<file path="config.mk">
export PLATFORM = sky130hd
export DESIGN_NAME = pdl_ptr_ctl
export DESIGN_NICKNAME = d
export VERILOG_FILES = /design/src/rtl/pdl_pkg.sv /design/src/rtl/pdl_ptr_reg.sv /design/src/rtl/pdl_ptr_ctl.sv
export SDC_FILE = /design/constraint.sdc
export NUM_CORES = 1
export LEC_CHECK = 0
export ABC_AREA = 0
export BUFFER_PORTS_ARGS = -buffer_cell sky130_fd_sc_hd__buf_4
export CORE_ASPECT_RATIO = 2
export CORE_MARGIN = 2
export CORE_UTILIZATION = 48
export CTS_BUF_LIST = sky130_fd_sc_hd__clkbuf_4 sky130_fd_sc_hd__clkbuf_8 sky130_fd_sc_hd__clkbuf_16
export DETAILED_ROUTE_END_ITERATION = 6
export GPL_ROUTABILITY_DRIVEN = 0
export PLACE_DENSITY = 0.76
export SLEW_MARGIN = 10
export SYNTH_ARGS = -nofsm -noshare
export SYNTH_HDL_FRONTEND = slang
export SYNTH_SLANG_ARGS = --single-unit
</file>
<file path="constraint.sdc">
create_clock -name clk -period 1.4 [get_ports clk]
set_input_delay 0.21 -clock clk [delete_from_list [all_inputs] [get_ports clk]]
set_output_delay 0.21 -clock clk [all_outputs]
set_load 0.05 [all_outputs]
</file>
<file path="src/rtl/pdl_pkg.sv">
// Shared constants and the controller state type for the PDL pointer/strobe block.
package pdl_pkg;

  localparam int PDL_AW = 10;

  typedef enum logic {
    S_RUN = 1'b0,
    S_WB  = 1'b1
  } state_t;

  localparam logic SEL_PTR = 1'b0;
  localparam logic SEL_IDX = 1'b1;

endpackage

</file>
<file path="src/rtl/pdl_ptr_reg.sv">
// AW-bit stack pointer register: load, increment or decrement on enable,
// with single-cycle pulses when an increment or decrement wraps around.
module pdl_ptr_reg #(
  parameter int              AW        = 10,
  parameter logic [AW-1:0]   RESET_VAL = '0
) (
  input  logic          clk,
  input  logic          reset,
  input  logic          en,
  input  logic          ld,
  input  logic          inc,
  input  logic          dec,
  input  logic [AW-1:0] d,
  output logic [AW-1:0] q,
  output logic [AW-1:0] adj,
  output logic          wrap_up,
  output logic          wrap_dn
);

  localparam logic [AW-1:0] ONE = {{(AW-1){1'b0}}, 1'b1};

  logic step_up;
  logic step_dn;

  // inc and dec together cancel; adj ignores ld so the write address stays pre-load
  assign step_up = inc & ~dec;
  assign step_dn = dec & ~inc;
  assign adj     = step_up ? (q + ONE) : (step_dn ? (q - ONE) : q);

  assign wrap_up = en & ~ld & step_up & (q == {AW{1'b1}});
  assign wrap_dn = en & ~ld & step_dn & (q == {AW{1'b0}});

  always_ff @(posedge clk) begin
    if (!reset) begin
      q <= RESET_VAL;
    end else if (en) begin
      q <= ld ? d : adj;
    end
  end

endmodule

</file>
<file path="src/rtl/pdl_ptr_ctl.sv">
// PDL pointer/index registers plus address and strobe generation for the 1Kx32
// PDL buffer; writes are deferred to a one-cycle write-back slot.
import pdl_pkg::*;

module pdl_ptr_ctl #(
  parameter int            AW        = PDL_AW,
  parameter logic [AW-1:0] PTR_RESET = '0
) (
  input  logic          clk,
  input  logic          reset,
  input  logic          op_valid,
  output logic          op_ready,
  input  logic          rd_en,
  input  logic          rd_sel,
  input  logic          pop,
  input  logic          wr_en,
  input  logic          wr_sel,
  input  logic          push,
  input  logic          ld_ptr,
  input  logic          ld_idx,
  input  logic [AW-1:0] ob,
  output logic [AW-1:0] pdla,
  output logic          prp,
  output logic          pwp,
  output logic          bypass,
  output logic [AW-1:0] pdlptr,
  output logic [AW-1:0] pdlidx,
  output logic          ovf,
  output logic          unf,
  output logic          fsm_state
);

  // Handshake: an op is taken on any clk edge where op_valid & op_ready; op_ready
  // drops for the write-back cycle, and the op fields must be held until taken.

  state_t        state;
  logic          accept;
  logic          prev_wb;
  logic          wrap_up;
  logic          wrap_dn;
  logic [AW-1:0] ptr_adj;
  logic [AW-1:0] rd_addr;
  logic [AW-1:0] wr_addr;
  logic [AW-1:0] wr_addr_q;

  pdl_ptr_reg #(
    .AW        (AW),
    .RESET_VAL (PTR_RESET)
  ) u_ptr (
    .clk     (clk),
    .reset   (reset),
    .en      (accept),
    .ld      (ld_ptr),
    .inc     (push),
    .dec     (pop),
    .d       (ob),
    .q       (pdlptr),
    .adj     (ptr_adj),
    .wrap_up (wrap_up),
    .wrap_dn (wrap_dn)
  );

  assign op_ready  = reset & (state == S_RUN);
  assign accept    = op_valid & op_ready;
  assign prp       = accept & rd_en;
  assign pwp       = reset & (state == S_WB);
  assign fsm_state = state;

  assign rd_addr = (rd_sel == SEL_PTR) ? pdlptr : pdlidx;
  assign wr_addr = (wr_sel == SEL_IDX) ? pdlidx : ptr_adj;

  always_comb begin
    pdla = '0;
    if (reset) begin
      if (state == S_WB) begin
        pdla = wr_addr_q;
      end else if (prp) begin
        pdla = rd_addr;
      end
    end
  end

  always_ff @(posedge clk) begin
    if (!reset) begin
      state     <= S_RUN;
      pdlidx    <= '0;
      ovf       <= 1'b0;
      unf       <= 1'b0;
      bypass    <= 1'b0;
      prev_wb   <= 1'b0;
      wr_addr_q <= '0;
    end else begin
      prev_wb <= (state == S_WB);
      // wr_addr_q still holds the address just written when a read follows S_WB
      bypass  <= prp & prev_wb & (rd_addr == wr_addr_q);
      case (state)
        S_RUN: begin
          if (accept && wr_en) begin
            wr_addr_q <= wr_addr;
            state     <= S_WB;
          end
        end
        default: state <= S_RUN;
      endcase
      if (accept && ld_idx) begin
        pdlidx <= ob;
      end
      if (accept && ld_ptr) begin
        ovf <= 1'b0;
        unf <= 1'b0;
      end else begin
        if (wrap_up) ovf <= 1'b1;
        if (wrap_dn) unf <= 1'b1;
      end
    end
  end

endmodule
</file>
==> results of run 1 <==
[state kept, by name (all words and copies together) (netlist names)]
name       count
pdlidx        10
u_ptr.q       10
wr_addr_q     10
bypass         1
fsm_state      1
ovf            1
prev_wb        1
unf            1
[per-stage QoR]
stage,instances,cell area [sq um]
final,452,3930
after global routing,452,3930
after floorplan,296,2700
after global placement,431,3390
after CTS,451,3790
after detailed placement,431,3390
[cells in the mapped netlist, types with 2 or more instances]
library cell | instances | share of area (%)
clkbuf_1 | 15 | 2.4
buf_6 | 4 | 2.0
o211a_1 | 3 | 1.3
nand2_1 | 41 | 6.7
xor2_1 | 5 | 1.9
and3_1 | 3 | 0.82
ha_1 | 2 | 1.1
nor2_1 | 15 | 2.4
a32oi_1 | 2 | 0.76
and4b_1 | 2 | 0.87
nand4_1 | 5 | 1.4
a32o_1 | 2 | 0.87
nor4_1 | 3 | 0.82
dfxtp_1 | 35 | 30
or3_1 | 3 | 0.82
o31ai_1 | 2 | 0.65
nand3b_1 | 2 | 0.65
o22ai_1 | 2 | 0.54
nand3_1 | 13 | 2.8
o221ai_1 | 2 | 0.76
a22o_1 | 2 | 0.76
o21ai_0 | 18 | 3.9
and2_1 | 3 | 0.82
xnor2_1 | 12 | 4.6
inv_1 | 6 | 0.98
nor2b_1 | 2 | 0.54
nor3_1 | 13 | 2.8
o21ai_1 | 6 | 1.3
buf_2 | 7 | 1.5
a21oi_1 | 23 | 5.0
o211ai_1 | 3 | 0.98
mux2i_1 | 17 | 7.4
[placed cells by master, fill, tap and decap left out, types with 4 or more instances in the layout]
cell type,n
nor3_2,4
nand4_1,5
nand2_4,4
dfxtp_1,15
o21ai_4,11
buf_12,5
dfxtp_2,9
buf_4,91
mux2i_1,10
nand2_1,26
nor3_1,8
o21ai_1,7
xor2_1,5
buf_6,19
nand3_1,10
clkbuf_8,5
nor2_1,12
o21ai_0,6
a21oi_1,20
mux2i_4,4
dfxtp_4,11
nand2_2,11
xnor2_1,12
[worst max-delay path, cell delays in order (launching register included)]
cell and delay, ps:
dfxtp_4 350, and3b_2 280, nand2_4 80, buf_12 150, o21ai_4 120, buf_6 170
[power groups by stage]
stage / registers [W] / logic [W] / clock network [W]
2_1_floorplan: 0.00123 / 0.000512 / 0
3_3_place_gp: 0.00115 / 0.000863 / 0
3_5_place_dp: 0.00115 / 0.000875 / 0
4_1_cts: 0.00113 / 0.000967 / 0.000781
5_1_grt: 0.00115 / 0.00111 / 0.000833
6_report: 0.00114 / 0.00106 / 0.000783
[cell families after synthesis]
kind of cell             count (synthesis)
AND/OR/NAND/NOR                        115
adder cells (fa/ha/maj)                  2
XOR/XNOR                                17
multiplexers                            19
flip-flops                              35
AO/OA/AOI/OAI                           73
buffers and inverters                   35
[timing repair]
action,in CTS,in global routing
buffers inserted,12,4
endpoints found under the setup margin,35,47
pin swaps,17,17
hold buffers,0,0
endpoints found under the hold margin,0,0
cloned,2,0
resized for setup,50,32
[per-layer routing]
layer  GRT usage (%)  vias up  part of all wire (%)
met1            30.9     1359                    34
met5               0        -                     0
met2            60.7      140                    56
met4            23.1        0                   5.2
li1                -     1261                     -
met3            4.97       39                   5.0
[path summary, 6_finish.rpt]
kind                            slack [ps]  cells after the start               startpoint                       to
worst min register to register         470                      2       prev_wb$_SDFF_PN0_        bypass$_SDFF_PN0_
worst min-delay path                   170                      3                    ob[6]   pdlidx[6]$_SDFFE_PN0P_
worst max register to register        -190                      7  u_ptr.q[1]$_SDFFE_PN0N_  u_ptr.q[4]$_SDFFE_PN0N_
worst max-delay path                  -270                      5     fsm_state$_SDFF_PP0_                  pdla[2]
[cell type report]
cell class	count	area, sq um
tap	55	68.8
multi-input combinational	226	1880
fill	245	668
timing repair buffer	120	1100
sequential	35	753
clock buffer	8	91.3
inverter	8	38.8
==> flow_summary.ini, run 1 <==
[outcome]
outcome = finished with violations
violations = negative setup slack

[synth]
synth.distinct_cells = 55
synthesis.nets = 319
synth_fa_ha_area_share_pct = 1.09
synth_simple_gate_area_share_pct = 25.9
yosysSeqAreaShare_pct = 30.5
syn-mean-instance-area_sq_um = 7.77
synth_warnings = 0
synth_flop_cell = dfxtp_1
synth_top_family_by_area = simple AND/OR/NAND/NOR gates
async_flop_share_pct = 0
synth_cells = 296
synth_mux_area_share_pct = 8.54
synth_area_sq_mm = 0.00230
synth_compound_area_share_pct = 20.0
synth_xor_area_share_pct = 6.47
synth_edf_count = 0
yosys_register_bits = 35

[sta]
slew_violations = 0
tns_ps = -5570
period_minus_slack_ps = 1670
rsz0062_at_grt = yes
hold_slack_ps = 171
tightest_slew_ps = 445
period_share_pct = 119
setup_viol = 40
setup_slack_ps = -267
final_hold_viol_count = 0
skew_ps = 10.3
max_freq_mhz = 600
slew_headroom_pct = 70.3

[finish]
fin_nets = 419
drive_above_1_share_pct = 56.9
area_delta_synth_final_pct = 70.8
diodes = 0
fin_util_pct = 85.5

[die]
io_pins = 58
die_w_microns = 53.0
core-area_sq_mm = 0.00460
die-area_sq_mm = 0.00540
num_rows = 35
start_util_pct = 50.0
die_h_microns = 102

[global_routing]
overflow = 0
grt_usage_pct = 32.7
antenna_found_initial = 0
grt_pass1_wl_mm = 13.1
first_global_vias = 2825
grt_max_degree = 24

[routing]
antenna_left = 0
wl_per_cell_microns = 20.2
drc = 0
vias = 2799
wl_mm = 9.15
drt_iter0_markers = 87
dr.pass1.iters = 5
viasPerCell = 6.19

[clocking]
h-tree-depth = 2
cts_buffer_depth = 2
root_buffer = clkbuf_8
cts_tree = built
cts.sinks = 35
clkTransAtPathRegs_ps = 80
clock_latency_ps = 290
numCtsBuffers = 5

[critical_path]
worst-path-max-fanout = 6
worstSetupStartpointType = register
cp.arrival_ps = 1460
critPathKind = reg2out
end_kind = output port
worstPathRequired_ps = 1190

[placement]
dp_slack_ps = -137
port_buffers = 57
hpwl_mm = 5.65

[hold_path]
hp-class = in2reg

[job]
maxCapViolations = 0

[power]
p_int_w = 0.00193
power_w = 0.00299
clockPowerShare_pct = 26.2
switching_share_pct = 35.4
power_frac_comb_pct = 35.6
pwr_density_cell_mw_per_mm2 = 761
seqPwrFrac_pct = 38.2
peakVddDrop_mv = 0.713
p_leak_nw = 1.65
p_sw_w = 0.00106
Power figures use the tool's default switching activity.
==> run 2, diff against run 1 <==
--- a/config.mk
+++ b/config.mk
@@ -13,6 +13,7 @@
 export CTS_BUF_LIST = sky130_fd_sc_hd__clkbuf_4 sky130_fd_sc_hd__clkbuf_8 sky130_fd_sc_hd__clkbuf_16
 export DETAILED_ROUTE_END_ITERATION = 6
 export GPL_ROUTABILITY_DRIVEN = 0
+export GPL_TIMING_DRIVEN = 0
 export PLACE_DENSITY = 0.76
 export SLEW_MARGIN = 10
 export SYNTH_ARGS = -nofsm -noshare
==> flow_summary.ini, run 2 (synthesized netlist as in run 1, its figures left out) <==
[routing]
viasPerCell = 6.15
drc = 0
wl_mm = 8.73
vias = 2694
wl_per_cell_microns = 19.9
dr.pass1.iters = 4
antenna_left = 0
drt_iter0_markers = 90

[power]
peakVddDrop_mv = 0.783
p_sw_w = 0.00106
p_leak_nw = 1.54
p_int_w = 0.00184
seqPwrFrac_pct = 38.6
clockPowerShare_pct = 25.6
power_frac_comb_pct = 35.8
pwr_density_cell_mw_per_mm2 = 755
power_w = 0.00290
switching_share_pct = 36.6

[global_routing]
grt_max_degree = 12
antenna_found_initial = 0
grt_pass1_wl_mm = 12.6
overflow = 0
grt_usage_pct = 32.4
first_global_vias = 2572

[critical_path]
cpMaxStageDelayCell = dfxtp_4
crit_chain = and3b_1 -> buf_6 -> nand2_8 -> clkbuf_16 -> o21ai_4 -> buf_6
cp_top_family = buffers and inverters
cp.arrival_ps = 1520
worstSetupStartpointType = register
worst-path-max-fanout = 5
critical_path_buf_inv_count = 3
r2r_setup_slack_ps = -310
slowest_delay_ps = 350
critPathKind = reg2out
worstPathRequired_ps = 1190
worst_path_most_repeated_cell = buf_6
end_kind = output port

[clocking]
cts.sinks = 35
clock_latency_ps = 300
clkTransAtPathRegs_ps = 80
cts_buffer_depth = 2
cts_hold_buf = 0
numCtsBuffers = 5
cts_tree = built
root_buffer = clkbuf_8
h-tree-depth = 2

[job]
maxCapViolations = 0

[finish]
fillers = 283
drive_above_1_share_pct = 52.2
area_delta_synth_final_pct = 67.1
diodes = 0
final_common_cell = buf_4
final_cell_mix = 60 x buf_4, 36 x nand2_1, 23 x buf_6
top_regs = pdlidx (10), u_ptr.q (10), wr_addr_q (10)
fin_nets = 405

[sta]
final_hold_viol_count = 0
skew_ps = 11.9
rsz0062_at_grt = yes
tns_ps = -8380
tightest_slew_ps = 746
setup_slack_ps = -331
period_share_pct = 124
setup_viol = 46
slew_headroom_pct = 50.3
max_freq_mhz = 578
period_minus_slack_ps = 1730
slew_violations = 0

[outcome]
outcome = finished with violations
violations = negative setup slack

[placement]
port_buffers = 53
dp_slack_ps = -222
hpwl_mm = 5.68

[die]
io_pins = 58
die_h_microns = 102
start_util_pct = 50.0
die-area_sq_mm = 0.00540
die_w_microns = 53.0
core-area_sq_mm = 0.00460
num_rows = 35

[hold_path]
hp-class = in2reg
-- run 2: through the flow --
step / cells / utilization, % / instance area (sq um) / hold WS [ps]
6_report: 438 / 83.6 / 3840 / 164
4_1_cts: 429 / 80.1 / 3680 / 164
5_1_grt: 438 / 83.6 / 3840 / 167
2_1_floorplan: 296 / - / 2700 / 336
3_5_place_dp: 404 / 68.8 / 3160 / 461
3_3_place_gp: 404 / 68.8 / 3160 / 456
-- run 2: repair_timing --
action                     in CTS  in global routing
resized for setup              73                 23
pin swaps                      16                 16
setup endpoints to repair      33                 46
gates cloned                    3                  1
setup buffers                  19                 11
-- run 2: final timing paths --
path / start / endpoint / depth (start not counted)
worst max register to register: fsm_state$_SDFF_PP0_ / u_ptr.q[5]$_SDFFE_PN0N_ / 7
worst min register to register: prev_wb$_SDFF_PN0_ / bypass$_SDFF_PN0_ / 2
worst max-delay path: fsm_state$_SDFF_PP0_ / pdla[6] / 6
worst min-delay path: ob[3] / pdlidx[3]$_SDFFE_PN0P_ / 3
-- run 2: cell type report --
type,instances,area [sq um],share of cell area [%]
multi-input cells,226,1900,49.5
inverters,8,46.3,1.20
flip-flops and latches,35,751,19.5
clock inverters,2,7.51,0.195
clock buffers,6,76.3,1.99
plain buffers,21,233,6.05
well taps,55,68.8,1.79
repair buffers,85,759,19.8
-- run 2: power groups by stage --
stage | combinational, W | clock [W] | sequential, W
6_report | 0.00104 | 0.000742 | 0.00112
4_1_cts | 0.000954 | 0.000741 | 0.00112
2_1_floorplan | 0.000512 | 0 | 0.00123
3_3_place_gp | 0.000843 | 0 | 0.00111
5_1_grt | 0.00109 | 0.000779 | 0.00113
3_5_place_dp | 0.000852 | 0 | 0.00111
-- run 2: metal layers --
metal	wire, microns	vias to the layer above	global-route usage, %
met3	488	39	4.82
met2	4870	129	61.6
met1	2860	1300	32.2
met5	0	-	0
met4	505	0	16.0
li1	-	1226	-
-- run 2: worst register-to-register path: cells and delay by family (launching register included) --
family	cells	cell delay, ps
mux	1	270
flops	1	350
buf+inv	2	250
simple gates	4	790
==> run 3, diff against run 2 <==
--- a/config.mk
+++ b/config.mk
@@ -9,12 +9,12 @@
 export BUFFER_PORTS_ARGS = -buffer_cell sky130_fd_sc_hd__buf_4
 export CORE_ASPECT_RATIO = 2
 export CORE_MARGIN = 2
-export CORE_UTILIZATION = 48
+export CORE_UTILIZATION = 45
 export CTS_BUF_LIST = sky130_fd_sc_hd__clkbuf_4 sky130_fd_sc_hd__clkbuf_8 sky130_fd_sc_hd__clkbuf_16
 export DETAILED_ROUTE_END_ITERATION = 6
 export GPL_ROUTABILITY_DRIVEN = 0
 export GPL_TIMING_DRIVEN = 0
-export PLACE_DENSITY = 0.76
+export PLACE_DENSITY = 0.72
 export SLEW_MARGIN = 10
 export SYNTH_ARGS = -nofsm -noshare
 export SYNTH_HDL_FRONTEND = slang
==> flow_summary.ini, run 3 (synthesized netlist as in run 1, its figures left out) <==
[power]
p_leak_nw = 1.53
pwr_density_cell_mw_per_mm2 = 808
p_int_w = 0.00196
seqPwrFrac_pct = 37.4
peakVddDrop_mv = 0.872
power_frac_comb_pct = 32.9
clockPowerShare_pct = 29.7
switching_share_pct = 34.5
p_sw_w = 0.00103

[finish]
top_regs = pdlidx (10), u_ptr.q (10), wr_addr_q (10)
area_delta_synth_final_pct = 60.7
drive_above_1_share_pct = 46.8
instances_no_fill = 435
final_cell_mix = 60 x buf_4, 36 x nand2_1, 22 x a21oi_1
final_common_cell = buf_4
final_area_sq_mm = 0.00370
fin_nets = 400
diodes = 0
fillers = 382

[sta]
max_freq_mhz = 575
slew_headroom_pct = 61.2
final_hold_viol_count = 0
period_share_pct = 124
setup_viol = 35
tightest_slew_ps = 582
tns_ps = -5840
slew_violations = 0
setup_slack_ps = -339
rsz0062_at_grt = yes
period_minus_slack_ps = 1740
hold_slack_ps = 165
skew_ps = 6.20

[die]
die-area_sq_mm = 0.00574
start_util_pct = 46.9
io_pins = 58
die_w_microns = 54.6
core-area_sq_mm = 0.00491
die_h_microns = 105
num_rows = 36

[placement]
port_buffers = 53
post_dp_cell_area_sq_mm = 0.00317
post-place-cells = 406
dp_slack_ps = -239
hpwl_mm = 5.71

[clocking]
cts_buffer_depth = 2
numCtsBuffers = 5
cts.sinks = 35
cts_tree = built
clock_latency_ps = 290
root_buffer = clkbuf_8
h-tree-depth = 2
clkTransAtPathRegs_ps = 80

[hold_path]
hp-class = in2reg

[critical_path]
worst_path_most_repeated_cell = buf_6
critPathKind = reg2out
worstSetupStartpointType = register
worst-path-max-fanout = 5
crit_chain = and3b_1 -> buf_6 -> nand2_8 -> clkbuf_16 -> o21ai_4 -> buf_6
critical_path_buf_inv_count = 3
cp_top_family = buffers and inverters
end_kind = output port
worstPathRequired_ps = 1190
slowest_delay_ps = 350
cp.arrival_ps = 1530
cpMaxStageDelayCell = dfxtp_4

[global_routing]
first_global_vias = 2580
grtUsageMet1_pct = 28.4
overflow = 0
grt_max_degree = 12
top_usage_layer = met2
met3_usage_pct = 4.14
met2_usage_pct = 55.5
antenna_found_initial = 0
grt_usage_pct = 29.2
grt_pass1_wl_mm = 12.3

[routing]
vias = 2561
viasPerCell = 5.89
wl_mm = 8.23
drc = 0
antenna_left = 0
wl_per_cell_microns = 18.9
dr.pass1.iters = 4
drt_iter0_markers = 73

[job]
maxCapViolations = 0

[outcome]
outcome = finished with violations
violations = negative setup slack
[run 3: path summary, 6_finish.rpt]
| path | startpoint | end | slack [ps] | cells after the start |
|---|---|---|---|---|
| worst max-delay path | fsm_state$_SDFF_PP0_ | pdla[6] | -340 | 6 |
| worst min-delay path | ob[6] | pdlidx[6]$_SDFFE_PN0P_ | 170 | 3 |
| worst max register to register | fsm_state$_SDFF_PP0_ | wr_addr_q[8]$_SDFFE_PN0P_ | -260 | 8 |
| worst min register to register | prev_wb$_SDFF_PN0_ | bypass$_SDFF_PN0_ | 460 | 2 |
[run 3: tightest hold or removal path, stage by stage]
cell and delay [ps]:
buf_4 120, nand2_1 50, a21oi_1 50
[run 3: final cells by class]
class / instances / area [sq um] / area share [%]
Timing Repair Buffer: 79 / 683 / 18.5
Sequential cell: 35 / 751 / 20.3
Buffer: 22 / 228 / 6.16
Inverter: 8 / 41.3 / 1.12
Tap cell: 57 / 71.3 / 1.93
Multi-Input combinational cell: 226 / 1820 / 49.1
Clock buffer: 8 / 109 / 2.94
[run 3: per-layer routing]
metal | routed length, microns | share of wire (%) | up-vias
li1 | - | - | 1219
met1 | 2910 | 35 | 1216
met2 | 4620 | 56 | 92
met3 | 333 | 4.0 | 34
met4 | 367 | 4.5 | 0
met5 | 0 | 0 | -
[run 3: what timing repair did]
| item | 4_1_cts | 5_1_grt |
|---|---|---|
| gates cloned | 1 | 0 |
| setup buffers | 19 | 6 |
| hold buffers | 0 | 0 |
| pin swaps | 16 | 15 |
| resized for setup | 45 | 17 |
| endpoints found under the setup margin | 31 | 45 |
[run 3: per-stage QoR]
stage | util (%) | power [W]
after global routing | 75.3 | 0.00308
after CTS | 72.8 | 0.00292
final | 75.3 | 0.00299
after detailed placement | 64.5 | 0.00197
after global placement | 64.5 | 0.00196
after floorplan | - | 0.00174
[run 3: power groups by stage]
stage | registers (W) | clock network [W] | logic (W)
after global placement | 0.00111 | 0 | 0.000844
final | 0.00112 | 0.000887 | 0.000983
after global routing | 0.00112 | 0.000922 | 0.00104
after floorplan | 0.00123 | 0 | 0.000512
after detailed placement | 0.00112 | 0 | 0.000852
after CTS | 0.00111 | 0.000879 | 0.000926
